===== src/rtl/cpu_lsu.sv =====
// -----------------------------------------------------------------------------
// cpu_lsu -- load/store unit for the SELEN memory stage.
//
// Takes the load/store command held in the M-stage pipeline register and runs
// one Wishbone-classic bus cycle per command. Load data is aligned and
// sign/zero-extended. Store data is replicated across byte lanes, with the
// matching byte enables. The unit drives the hazard unit so that the pipeline
// holds until the access completes.
//
// Optional feature macro: CPU_LSU_TIMEOUT_EN
//   When defined, a bus-cycle watchdog aborts any cycle that sees no ack for
//   TIMEOUT clocks. The unit then completes with err_out=1.
//   When undefined, BUSY waits indefinitely and err_out is tied to 0.
//
// Ports
//   clk, reset       clock (rising edge), asynchronous active-high reset
//   cmd_inM[1:0]     2'b11 load, 2'b10 store, 2'b0x no memory access
//   funct3M[2:0]     size: 000 byte, 001 half, 010 word; bit2 = zero-extend
//   addrM[31:0]      byte address
//   wdataM[31:0]     store data, right-justified
//   flashM           M stage flushed this cycle (suppresses launch)
//   rdata[31:0]      extended load result
//   stall_out        pipeline hold
//   ack_out          low while a bus cycle is outstanding
//   done_out         one-cycle completion pulse
//   misalign_out     completion was a misaligned access (valid with done_out)
//   err_out          completion was a watchdog timeout (valid with done_out)
//   wb_*_o           registered Wishbone master outputs
//   wb_dat_i         slave read data
//   wb_ack_i         slave acknowledge
// -----------------------------------------------------------------------------
module cpu_lsu #(
  parameter int TIMEOUT = 255
) (
  input  logic        clk,
  input  logic        reset,
  input  logic [1:0]  cmd_inM,
  input  logic [2:0]  funct3M,
  input  logic [31:0] addrM,
  input  logic [31:0] wdataM,
  input  logic        flashM,
  output logic [31:0] rdata,
  output logic        stall_out,
  output logic        ack_out,
  output logic        done_out,
  output logic        misalign_out,
  output logic        err_out,
  output logic        wb_cyc_o,
  output logic        wb_stb_o,
  output logic        wb_we_o,
  output logic [31:0] wb_adr_o,
  output logic [3:0]  wb_sel_o,
  output logic [31:0] wb_dat_o,
  input  logic [31:0] wb_dat_i,
  input  logic        wb_ack_i
);

  typedef enum logic [1:0] {
    IDLE = 2'd0,
    BUSY = 2'd1,
    DONE = 2'd2
  } state_t;

  state_t      state_reg, state_next;

  logic        req;
  logic        misaligned;
  logic        launch;       // aligned request accepted in IDLE
  logic        mis_launch;   // misaligned request accepted in IDLE
  logic        complete;     // ack seen in BUSY
  logic        timeout_hit;  // watchdog expiry in BUSY without ack
  logic        tmo_expired;

  logic [3:0]  sel_next;
  logic [31:0] dat_next;

  // Access attributes captured at launch so that the M-stage inputs may
  // change freely while the bus cycle is outstanding.
  logic [2:0]  funct3_reg;
  logic [1:0]  addr_lo_reg;
  logic        misalign_reg;
  logic        err_reg;

  logic [7:0]  byte_lane;
  logic [15:0] half_lane;
  logic        sext;
  logic [31:0] load_ext;

  // Reset masks the request so that stall_out reads 0 while reset is high.
  assign req = cmd_inM[1] & ~flashM & ~reset;

  // Byte accesses are never misaligned. Sizes 10 and 11 are both handled as words.
  always_comb begin
    misaligned = 1'b0;
    case (funct3M[1:0])
      2'b00:   misaligned = 1'b0;
      2'b01:   misaligned = addrM[0];
      default: misaligned = |addrM[1:0];
    endcase
  end

  // ---------------------------------------------------------------------------
  // Watchdog
  // ---------------------------------------------------------------------------
`ifdef CPU_LSU_TIMEOUT_EN
  localparam logic [7:0] TMO_LAST = 8'(TIMEOUT - 1);

  logic [7:0] tmo_cnt_reg;

  // The counter holds the number of BUSY cycles already elapsed. The watchdog
  // expires during the BUSY cycle that would bring the count to TIMEOUT.
  always_ff @(posedge clk or posedge reset) begin
    if (reset) begin
      tmo_cnt_reg <= 8'd0;
    end else if (launch) begin
      tmo_cnt_reg <= 8'd0;
    end else if (state_reg == BUSY) begin
      tmo_cnt_reg <= tmo_cnt_reg + 8'd1;
    end
  end

  assign tmo_expired = (tmo_cnt_reg == TMO_LAST);
`else
  logic unused_timeout;
  assign unused_timeout = ^TIMEOUT;
  assign tmo_expired    = 1'b0;
`endif

  // ---------------------------------------------------------------------------
  // FSM
  // ---------------------------------------------------------------------------
  always_ff @(posedge clk or posedge reset) begin
    if (reset) begin
      state_reg <= IDLE;
    end else begin
      state_reg <= state_next;
    end
  end

  always_comb begin
    state_next  = state_reg;
    launch      = 1'b0;
    mis_launch  = 1'b0;
    complete    = 1'b0;
    timeout_hit = 1'b0;
    case (state_reg)
      IDLE: begin
        if (req) begin
          if (misaligned) begin
            mis_launch = 1'b1;
            state_next = DONE;
          end else begin
            launch     = 1'b1;
            state_next = BUSY;
          end
        end
      end
      BUSY: begin
        // An ack that arrives in the same cycle as watchdog expiry wins.
        if (wb_ack_i) begin
          complete   = 1'b1;
          state_next = DONE;
        end else if (tmo_expired) begin
          timeout_hit = 1'b1;
          state_next  = DONE;
        end
      end
      DONE:    state_next = IDLE;
      default: state_next = IDLE;
    endcase
  end

  assign stall_out    = ((state_reg == IDLE) & req) | (state_reg == BUSY);
  assign ack_out      = (state_reg != BUSY);
  assign done_out     = (state_reg == DONE);
  assign misalign_out = (state_reg == DONE) & misalign_reg;
`ifdef CPU_LSU_TIMEOUT_EN
  assign err_out      = (state_reg == DONE) & err_reg;
`else
  assign err_out      = 1'b0;
`endif

  // ---------------------------------------------------------------------------
  // Store lane construction
  // ---------------------------------------------------------------------------
  always_comb begin
    sel_next = 4'b1111;
    dat_next = wdataM;
    case (funct3M[1:0])
      2'b00: begin
        sel_next = 4'b0001 << addrM[1:0];
        dat_next = {4{wdataM[7:0]}};
      end
      2'b01: begin
        sel_next = addrM[1] ? 4'b1100 : 4'b0011;
        dat_next = {2{wdataM[15:0]}};
      end
      default: begin
        sel_next = 4'b1111;
        dat_next = wdataM;
      end
    endcase
  end

  // ---------------------------------------------------------------------------
  // Load alignment and extension (uses the attributes latched at launch)
  // ---------------------------------------------------------------------------
  always_comb begin
    byte_lane = wb_dat_i[7:0];
    case (addr_lo_reg)
      2'd0:    byte_lane = wb_dat_i[7:0];
      2'd1:    byte_lane = wb_dat_i[15:8];
      2'd2:    byte_lane = wb_dat_i[23:16];
      default: byte_lane = wb_dat_i[31:24];
    endcase
    half_lane = addr_lo_reg[1] ? wb_dat_i[31:16] : wb_dat_i[15:0];
    sext      = ~funct3_reg[2];
    load_ext  = wb_dat_i;
    case (funct3_reg[1:0])
      2'b00:   load_ext = {{24{sext & byte_lane[7]}}, byte_lane};
      2'b01:   load_ext = {{16{sext & half_lane[15]}}, half_lane};
      default: load_ext = wb_dat_i;
    endcase
  end

  // ---------------------------------------------------------------------------
  // Bus outputs and completion status
  // ---------------------------------------------------------------------------
  always_ff @(posedge clk or posedge reset) begin
    if (reset) begin
      wb_cyc_o     <= 1'b0;
      wb_stb_o     <= 1'b0;
      wb_we_o      <= 1'b0;
      wb_adr_o     <= 32'd0;
      wb_sel_o     <= 4'd0;
      wb_dat_o     <= 32'd0;
      rdata        <= 32'd0;
      funct3_reg   <= 3'd0;
      addr_lo_reg  <= 2'd0;
      misalign_reg <= 1'b0;
      err_reg      <= 1'b0;
    end else if (launch) begin
      wb_cyc_o     <= 1'b1;
      wb_stb_o     <= 1'b1;
      // A store is encoded as 2'b10, so the write enable is the inverted low bit.
      wb_we_o      <= ~cmd_inM[0];
      wb_adr_o     <= {addrM[31:2], 2'b00};
      wb_sel_o     <= sel_next;
      wb_dat_o     <= dat_next;
      funct3_reg   <= funct3M;
      addr_lo_reg  <= addrM[1:0];
      misalign_reg <= 1'b0;
      err_reg      <= 1'b0;
    end else if (mis_launch) begin
      rdata        <= 32'd0;
      misalign_reg <= 1'b1;
      err_reg      <= 1'b0;
    end else if (complete) begin
      wb_cyc_o     <= 1'b0;
      wb_stb_o     <= 1'b0;
      wb_we_o      <= 1'b0;
      // wb_we_o is still set here for a store, and a store completes with rdata=0.
      rdata        <= wb_we_o ? 32'd0 : load_ext;
    end else if (timeout_hit) begin
      wb_cyc_o     <= 1'b0;
      wb_stb_o     <= 1'b0;
      wb_we_o      <= 1'b0;
      rdata        <= 32'd0;
      err_reg      <= 1'b1;
    end
  end

endmodule


===== config.mk =====
export PLATFORM = sky130hd
export DESIGN_NAME = cpu_lsu
export DESIGN_NICKNAME = d
export VERILOG_FILES = /design/src/rtl/cpu_lsu.sv
export SDC_FILE = /design/constraint.sdc
export NUM_CORES = 1
export LEC_CHECK = 0
export ABC_AREA = 0
export BUFFER_PORTS_ARGS = -buffer_cell sky130_fd_sc_hd__buf_2
export CAP_MARGIN = 20
export CORE_MARGIN = 5
export CORE_UTILIZATION = 25
export CTS_CLUSTER_SIZE = 40
export DETAILED_ROUTE_END_ITERATION = 7
export MAX_ROUTING_LAYER = met4
export PLACE_DENSITY = 0.53
export SLEW_MARGIN = 30
export SYNTH_ARGS = -nofsm -noshare
export SYNTH_HDL_FRONTEND = slang
export SYNTH_SLANG_ARGS = --single-unit

===== constraint.sdc =====
create_clock -name clk -period 8.68 [get_ports clk]
set_input_delay 0.434 -clock clk [delete_from_list [all_inputs] [get_ports clk]]
set_output_delay 0.434 -clock clk [all_outputs]
set_load 0.05 [all_outputs]

==> impl_metrics.ini <==
[cts]
cts_buffers = 9
root_buffer = clkbuf_16
clockBufferDepth = 2
cts.clk_slew.worst_paths_ns = 0.08
cts.repair.resized = 0
post-cts-setup-buffers = 0
clock_latency_ns = 0.34
cts_tree = yes
h-tree-depth = 3
cts_sinks = 108
cts_hold_buf = 0

[timing]
worst_pin_slew_ns = 0.8681
grt_setup_unrepaired = false
relSlewSlack = 0.4201
drv_slew = 0
min_period_ns = 2.421
finalSetupTns_ns = 0
fmax_ghz = 0.4131
fin_ws_ns = 6.259
finalHoldViolations = 0
finalCritPeriodShare = 0.2789
setup_viol = 0
clock_skew_ns = 0.007929

[critical_path]
critical-path-slowest-cell = dfrtp_1
crit_required_ns = 8.92
crit_chain = mux4_2 -> a21oi_1 -> o21ai_0 -> a32o_1
worstPathArrival_ns = 2.66
worstSetupPathType = flop to flop
crit_path_max_fanout = 14
cpPeakStageDelay_ns = 0.77
startpoint_type = flop
cp-end-kind = flop

[yosys]
ys_ff_latch = 108
synthTopCellsByArea = dfrtp_1, mux2_1, mux2i_1
synth.most_common_cell = dfrtp_1
ys.flop_type = dfrtp_1
avgSynthCellArea_um2 = 11.63
synth_top_area_cell = dfrtp_1
synth_cell_types = 45
yosysWarnings = 0
synth_common_cells = dfrtp_1, mux2_1, nand2_1
yosysTopAreaCellShare = 0.5415
synth-async-reset-ratio = 1.000
syn_area_um2 = 4991
synth-edff-count = 0
netlist_instances = 429
seq_area_frac_synth = 0.5415

[floorplanning]
rows = 51
dieWidth_um = 151.3
start_util = 0.2548
dieArea_um2 = 22890
fp.coreArea_um2 = 19590
die_y_um = 151.3
io_pins = 213

[place]
dp_slack_ns = 6.000
gp_congestion = 0.7983
hpwlAfterDp_um = 11710
numPortBuffers = 209

[layout]
layout-drive-gt1-share = 0.3854
area_delta_synth_final_pct = 31.51
largestRegisters = rdata: 32 flops, wb_dat_o: 32 flops, wb_adr_o: 30 flops
nets = 728
fillers = 2025

[flow_run]
max_cap_viol_count = 0

[global_routing]
overflow = 0
grt_max_degree = 71
grt_pass1_wl_um = 23580
antenna_found_initial = 1
grt_pass1_vias = 4424
grt_usage = 0.1347

[routing]
drt_first_pass_iters = 4
wl_per_cell_um = 16.98
routed_wl_um = 15220
drc = 0
postRouteAntennaNets = 0
dr_total_vias = 4156
drtIter0Drc = 137
via_per_inst = 4.638

[pwr]
leakagePower_uw = 0.003252
p_per_area_nw_per_um2 = 318.7
peakVddDrop_mv = 0.1252

[worst_hold_path]
hp-class = input port to asynchronous set/reset pin

[run_status]
run_status = completed
==> worst paths after layout <==
kind	startpoint	slack [ns]	cells past startpoint	to
worst max-delay path	addr_lo_reg[1]	6.26	4	rdata[10]
max in group asynchronous	reset	7.29	3	funct3_reg[0]
worst max register to register	addr_lo_reg[1]	6.26	4	rdata[10]
worst min-delay path	reset	0.19	2	misalign_reg
worst min register to register	wb_dat_o[30]	0.49	2	wb_dat_o[30]
min in group clk	cmd_inM[0]	0.27	2	wb_we_o
==> power breakdown <==
group | leakage [uW] | internal (uW) | total, uW | switching [uW]
Sequential | 0.00136 | 643 | 735 | 91.5
Combinational | 0.00175 | 234 | 936 | 702
Clock | 0.000146 | 226 | 421 | 196
==> final cells by class <==
type / count / area, um^2 / area share
sequential: 108 / 2703 / 0.4117
multi-input combinational: 280 / 2096 / 0.3193
timing repair buffer: 215 / 1091 / 0.1662
tap: 265 / 331.6 / 0.05051
clock buffer: 9 / 225.2 / 0.03431
clock inverter: 7 / 73.82 / 0.01125
inverter: 9 / 36.28 / 0.005528
antenna: 3 / 7.507 / 0.001144
==> cells by family (layout without fill, tap and decap cells) <==
family | after synthesis | count (layout) | synth area share
muxes | 77 | 77 | 0.1680
DFF | 108 | 108 | 0.5415
AOI/OAI and AO/OA | 108 | 108 | 0.1497
xor gates and xnor gates | 1 | 1 | 0.001755
buffers and inverters | 43 | 240 | 0.04187
other | 1 | 6 | 0.0007513
and+or+nand+nor | 91 | 91 | 0.09651
==> per-stage QoR <==
| stage | hold slack [ns] | total power, uW | instances | util | area (um^2) |
|---|---|---|---|---|---|
| 2_1_floorplan | 0.4559 | 1434 | 431 | - | 4999 |
| 3_3_place_gp | 0.4657 | 1675 | 877 | 0.3190 | 6248 |
| 3_5_place_dp | 0.4723 | 1692 | 877 | 0.3194 | 6257 |
| 4_1_cts | 0.2272 | 2122 | 893 | 0.3347 | 6556 |
| 5_1_grt | 0.2574 | 2199 | 894 | 0.3348 | 6559 |
| 6_report | 0.1909 | 2092 | 896 | 0.3351 | 6564 |
==> critical path: cells and delay by family (launching register included) <==
kind            cells  cell delay [ns]
flops               1             0.77
compound gates      3             0.95
mux                 1             0.58
==> placed cells by master, fill, tap and decap left out, types with 3 or more instances in the layout <==
master,n
nor2b_1,4
a21oi_1,21
nor3b_1,7
diode_2,3
clkbuf_16,9
o2bb2ai_1,7
conb_1,3
dfrtp_1,108
a32o_1,8
inv_1,6
nor2_1,12
nand2_1,40
mux2i_1,32
o21ai_0,11
nand2b_1,8
o31ai_1,6
buf_4,6
o22ai_1,3
or3_1,9
mux2_1,42
o21ai_1,23
buf_2,209
a221o_1,17
==> routing by layer <==
metal | vias up | track usage | part of all wire | wire [um]
met5 | - | - | 0 | 0
met4 | 0 | 0.03581 | 0.019 | 289
met3 | 23 | 0.04369 | 0.089 | 1354
met2 | 169 | 0.2152 | 0.48 | 7317
met1 | 2018 | 0.1647 | 0.41 | 6256
li1 | 1946 | - | - | -
No activity file was read; power rests on OpenSTA's default activity.
